--- src/rtl/misr_8_bist.sv ---
// misr_8_bist: 8-bit Galois MISR with IDLE/RUN/DONE BIST sequencing and golden compare.
// Compacts din for NUM_PATTERNS cycles after start, then holds signature and pass.
module misr_8_bist #(
    parameter int               WIDTH        = 8,
    parameter logic [WIDTH-1:0] POLY         = 8'h1D,
    parameter logic [WIDTH-1:0] SEED         = 8'h00,
    parameter int               NUM_PATTERNS = 255,
    parameter int               CNT_W        = 8
) (
    input  logic             CLK,
    input  logic             RST,
    input  logic             start,
    input  logic [WIDTH-1:0] din,
    input  logic [WIDTH-1:0] golden,
    output logic             lfsr_en,
    output logic             busy,
    output logic             done,
    output logic             pass,
    output logic [WIDTH-1:0] signature,
    output logic [CNT_W-1:0] pattern_cnt
);
    typedef enum logic [1:0] {IDLE, RUN, DONE} state_t;

    localparam logic [CNT_W-1:0] LAST = CNT_W'(NUM_PATTERNS - 1);

    state_t           state_q, state_d;
    logic [WIDTH-1:0] sig_q, sig_d, next_sig;
    logic [CNT_W-1:0] cnt_q, cnt_d;
    logic             pass_q, pass_d;

    // din only reaches state through the RUN branch, so X outside RUN is harmless
    assign next_sig = {sig_q[WIDTH-2:0], 1'b0} ^ (sig_q[WIDTH-1] ? POLY : '0) ^ din;

    always_comb begin
        state_d = state_q;
        sig_d   = sig_q;
        cnt_d   = cnt_q;
        pass_d  = pass_q;
        if (state_q == RUN) begin
            sig_d = next_sig;
            cnt_d = cnt_q + 1'b1;
            if (cnt_q == LAST) begin
                state_d = DONE;
                pass_d  = next_sig == golden;
            end
        end else if (start) begin
            state_d = RUN;
            sig_d   = SEED;
            cnt_d   = '0;
            pass_d  = 1'b0;
        end
    end

    always_ff @(posedge CLK or posedge RST) begin
        if (RST) begin
            state_q <= IDLE;
            sig_q   <= SEED;
            cnt_q   <= '0;
            pass_q  <= 1'b0;
        end else begin
            state_q <= state_d;
            sig_q   <= sig_d;
            cnt_q   <= cnt_d;
            pass_q  <= pass_d;
        end
    end

    assign busy        = state_q == RUN;
    assign lfsr_en     = busy;
    assign done        = state_q == DONE;
    assign pass        = pass_q;
    assign signature   = sig_q;
    assign pattern_cnt = cnt_q;
endmodule

--- config.mk ---
export PLATFORM = sky130hd
export DESIGN_NAME = misr_8_bist
export DESIGN_NICKNAME = d
export VERILOG_FILES = /design/src/rtl/misr_8_bist.sv
export SDC_FILE = /design/constraint.sdc
export NUM_CORES = 1
export LEC_CHECK = 0
export ABC_AREA = 1
export BUFFER_PORTS_ARGS = -buffer_cell sky130_fd_sc_hd__clkbuf_2
export CAP_MARGIN = 20
export CORE_MARGIN = 2
export CORE_UTILIZATION = 49
export CTS_CLUSTER_SIZE = 10
export DETAILED_ROUTE_END_ITERATION = 7
export HOLD_SLACK_MARGIN = 0.05
export PLACE_DENSITY = 0.83
export SLEW_MARGIN = 40
export SYNTH_ARGS = -nofsm -noshare
export SYNTH_HDL_FRONTEND = slang
export SYNTH_SLANG_ARGS = --single-unit
--- constraint.sdc ---
create_clock -name CLK -period 1.8 [get_ports CLK]
set_clock_uncertainty 0.2 [all_clocks]
set_input_delay 0.18 -clock CLK [delete_from_list [all_inputs] [get_ports CLK]]
set_output_delay 0.18 -clock CLK [all_outputs]
set_load 0.03 [all_outputs]
==> flow_metrics.env <==
export IMPL_setup_violations_final=0
export IMPL_fp_dieH_um=52.9
export IMPL_power_share_sequential_pct=33.2
export IMPL_grt_pass1_wl_um=4650
export IMPL_io_pin_count=39
export IMPL_route_detailed_drc=0
export IMPL_pwr_density_cell_nw_per_um2=1690
export IMPL_area_growth_syn_to_layout_pct=29.2
export IMPL_worst_slew_pin_slew_ns=0.255
export IMPL_timing_critical_path_from="pattern_cnt[0]$_DFFE_PP0P_"
export IMPL_critical_path_max_fanout=6
export IMPL_gp_congestion=0.772
export IMPL_synth_warning_count=0
export IMPL_regToRegStartpoint="pattern_cnt[0]$_DFFE_PP0P_"
export IMPL_max_slew_margin_pct=83.0
export IMPL_most_common_layout_cells="55 x sky130_fd_sc_hd__nand2_1, 38 x sky130_fd_sc_hd__clkbuf_2, 25 x sky130_fd_sc_hd__inv_1, 19 x sky130_fd_sc_hd__nand3_1, 19 x sky130_fd_sc_hd__dfrtp_1"
export IMPL_drive_gt1_share_pct=24.3
export IMPL_port_buffer_count=38
export IMPL_p_switching_uw=1380
export IMPL_post_synth_instance_area_um2=1170
export IMPL_synth_ff_latch_count=19
export IMPL_final_core_utilization_pct=67.8
export IMPL_tritoncts_num_buffers=3
export IMPL_layout_cells_most_common="sky130_fd_sc_hd__nand2_1"
export IMPL_min_delay_path_class="in2reg"
export IMPL_grt_start_max_net_pins=20
export IMPL_first_global_vias=1183
export IMPL_timing_critical_path_arrival_ns=1.63
export IMPL_firstDrtPassIters=4
export IMPL_period_share_pct=87.8
export IMPL_avgSynthCellArea_um2=7.02
export IMPL_synth_area_leader_cell="sky130_fd_sc_hd__dfrtp_1"
export IMPL_period_needed_ns=1.58
export IMPL_detailroute_via_count=1264
export IMPL_cts_clk_slew_worst_paths_ns=0.11
export IMPL_core_region_area_um2=2230
export IMPL_max_cap_viol_count=0
export IMPL_grt_antenna_before_repair=0
export IMPL_number_of_design_rule_violations_left_by_the_first_detailed_router_iteration=36
export IMPL_unrepaired_setup_endpoints_after_global_routing="false"
export IMPL_dieArea_um2=2800
export IMPL_finalHoldViolCount=0
export IMPL_ctsHtreeMaxLevel=1
export IMPL_grt_usage_pct=22.5
export IMPL_power_ir_vdd_worst_uv=1220
export IMPL_ys_top_cells_by_area="sky130_fd_sc_hd__dfrtp_1 41%, sky130_fd_sc_hd__nand2_1 18%, sky130_fd_sc_hd__nand3_1 8.1%, sky130_fd_sc_hd__inv_1 8.0%, sky130_fd_sc_hd__nor2_1 3.2%"
export IMPL_final_max_slew_viol_count=0
export IMPL_p_int_uw=1180
export IMPL_total_routed_length_um=2800
export IMPL_post_synth_cell_types=23
export IMPL_critical_path_cell_chain="inv_1, ha_1, inv_1, nor2_1, nand3_2, nor2_1, nand2_1, nor2_1, nand3_1, nand2_1"
export IMPL_critical_path_top_cell_by_count="sky130_fd_sc_hd__nor2_1"
export IMPL_final_setup_tns_ns=0
export IMPL_synth_top_area_share_pct=40.6
export IMPL_cp_required_ns=1.85
export IMPL_power_switching_share_pct=54.1
export IMPL_timing_critical_path_slowest_stage_cell="sky130_fd_sc_hd__dfrtp_1"
export IMPL_maximum_number_of_buffers_from_clock_root_to_sink=2
export IMPL_startpoint_type="register"
export IMPL_power_share_combinational_pct=58.4
export IMPL_synthCells=167
export IMPL_synth_nets=188
export IMPL_fp_row_count=17
export IMPL_tritoncts="yes"
export IMPL_critical_path_max_stage_delay_ns=0.44
export IMPL_antenna_cells_inserted=0
export IMPL_grt_overflow_total=0
export IMPL_synth_seq_area_share_pct=40.6
export IMPL_design_final_nets=240
export IMPL_antenna_violating_nets_post_route=0
export IMPL_clock_latency_ns=0.30
export IMPL_post_drt_via_cell_ratio=5.14
export IMPL_endpoint_kind="register"
export IMPL_cts_sinks=19
export IMPL_route_detailed_wl_per_inst_um=11.4
export IMPL_hpwl_um=2160
export IMPL_total_leakage_power_uw=0.000880
export IMPL_x_dimension_of_the_die_um=52.9
export IMPL_max_freq_ghz=0.633
export IMPL_timing_hold_worst_start="din[4]"
export IMPL_clockPowerShare_pct=8.4
export IMPL_filler_cells=188
export IMPL_root_buffer="sky130_fd_sc_hd__clkbuf_4"
export IMPL_worst_setup_path_type="reg2reg"
export IMPL_start_util_pct=52.5
export IMPL_r2r_setup_slack_ns=0.22
export IMPL_result_of_the_run="finished, final reports clean"
## area by class of cell
| class | count | area (µm²) | area share (%) |
|---|---|---|---|
| clock inverter | 1 | 5.00 | 0.330 |
| inverter | 29 | 109 | 7.18 |
| multi-input combinational | 118 | 581 | 38.3 |
| tap | 28 | 35.0 | 2.31 |
| timing repair buffer | 48 | 288 | 19.0 |
| sequential | 19 | 475 | 31.4 |
| clock buffer | 3 | 22.5 | 1.49 |
## cell usage after synthesis
master and n:
sky130_fd_sc_hd__nor2_4 1, sky130_fd_sc_hd__nand3_2 1, sky130_fd_sc_hd__nand2_2 2, sky130_fd_sc_hd__inv_2 4, sky130_fd_sc_hd__o21ai_1 3, sky130_fd_sc_hd__inv_1 25
sky130_fd_sc_hd__o22ai_1 6, sky130_fd_sc_hd__a21boi_0 1, sky130_fd_sc_hd__a22oi_1 1, sky130_fd_sc_hd__nand2_1 55, sky130_fd_sc_hd__a21oi_1 4, sky130_fd_sc_hd__nand3b_1 1
sky130_fd_sc_hd__nor2_8 1, sky130_fd_sc_hd__nand3_1 19, sky130_fd_sc_hd__nor2_1 10, sky130_fd_sc_hd__buf_4 1, sky130_fd_sc_hd__nand4_1 1, sky130_fd_sc_hd__nor2_2 1
sky130_fd_sc_hd__or2_1 2, sky130_fd_sc_hd__dfrtp_1 19, sky130_fd_sc_hd__xor2_1 2, sky130_fd_sc_hd__ha_1 2, sky130_fd_sc_hd__o21ai_0 5
## per-layer routing
metal,global-route usage (%),part of all wire [%]
met1,24.1,41
met2,43.8,54
met3,3.67,4.3
met4,7.69,0.61
met5,0,0
## metrics by stage
step	power [µW]	worst slack (ns)	hold slack, ns	cell area, µm²	std cells
3_5_place_dp	2330	0.218	0.0121	1400	233
5_1_grt	2780	0.0759	0.0611	1520	246
2_1_floorplan	1920	0.200	-0.0689	1170	167
3_3_place_gp	2270	0.315	-0.0128	1400	233
6_report	2560	0.220	0.0536	1520	246
4_1_cts	2570	0.207	0.0525	1520	246
## registers in the layout, summed over array words and instances, names as in the netlist
name         flops
pass             1
pattern_cnt      8
signature        8
state_q          2
## power by group through the flow
stage | Combinational (µW) | Clock [µW] | Sequential [µW]
floorplan | 743 | 0 | 1180
global placement | 1430 | 0 | 838
detailed placement | 1480 | 0 | 856
CTS | 1500 | 222 | 849
global route | 1650 | 239 | 893
finish | 1500 | 216 | 849
## what timing repair did
item                                    4_1_cts  5_1_grt
buffers inserted                              0        0
hold buffers                                  9        0
hold endpoints to repair                     30        0
endpoints found under the setup margin        0        0
resized for setup                             0        0
## worst max-delay path, delay by kind of cell (launching register included)
kind | cells | cell delay (ns)
and+or+nand+nor | 7 | 0.61
DFF | 1 | 0.44
buffers and inverters | 2 | 0.12
adders and majority gates | 1 | 0.15
## cell families (layout without fill, tap and decap cells)
family | count (synthesis) | in the layout | synth area share [%]
adders and majority gates | 2 | 2 | 2.13
xor gates and xnor gates | 2 | 2 | 1.49
DFF | 19 | 19 | 40.6
and+or+nand+nor | 94 | 94 | 36.3
AOI/OAI and AO/OA | 20 | 20 | 9.61
buffers and inverters | 30 | 81 | 9.93
## final timing paths
kind / depth (start not counted) / to
worst max register to register: 10 / pass$_DFFE_PP0P_
min in group asynchronous: 4 / signature[1]$_DFFE_PP0P_
max in group asynchronous: 4 / pattern_cnt[4]$_DFFE_PP0P_
worst min register to register: 1 / pattern_cnt[6]$_DFFE_PP0P_
worst max-delay path: 10 / pass$_DFFE_PP0P_
worst min-delay path: 4 / signature[4]$_DFFE_PP0P_
Note: power is estimated with default switching activity, not from simulation.
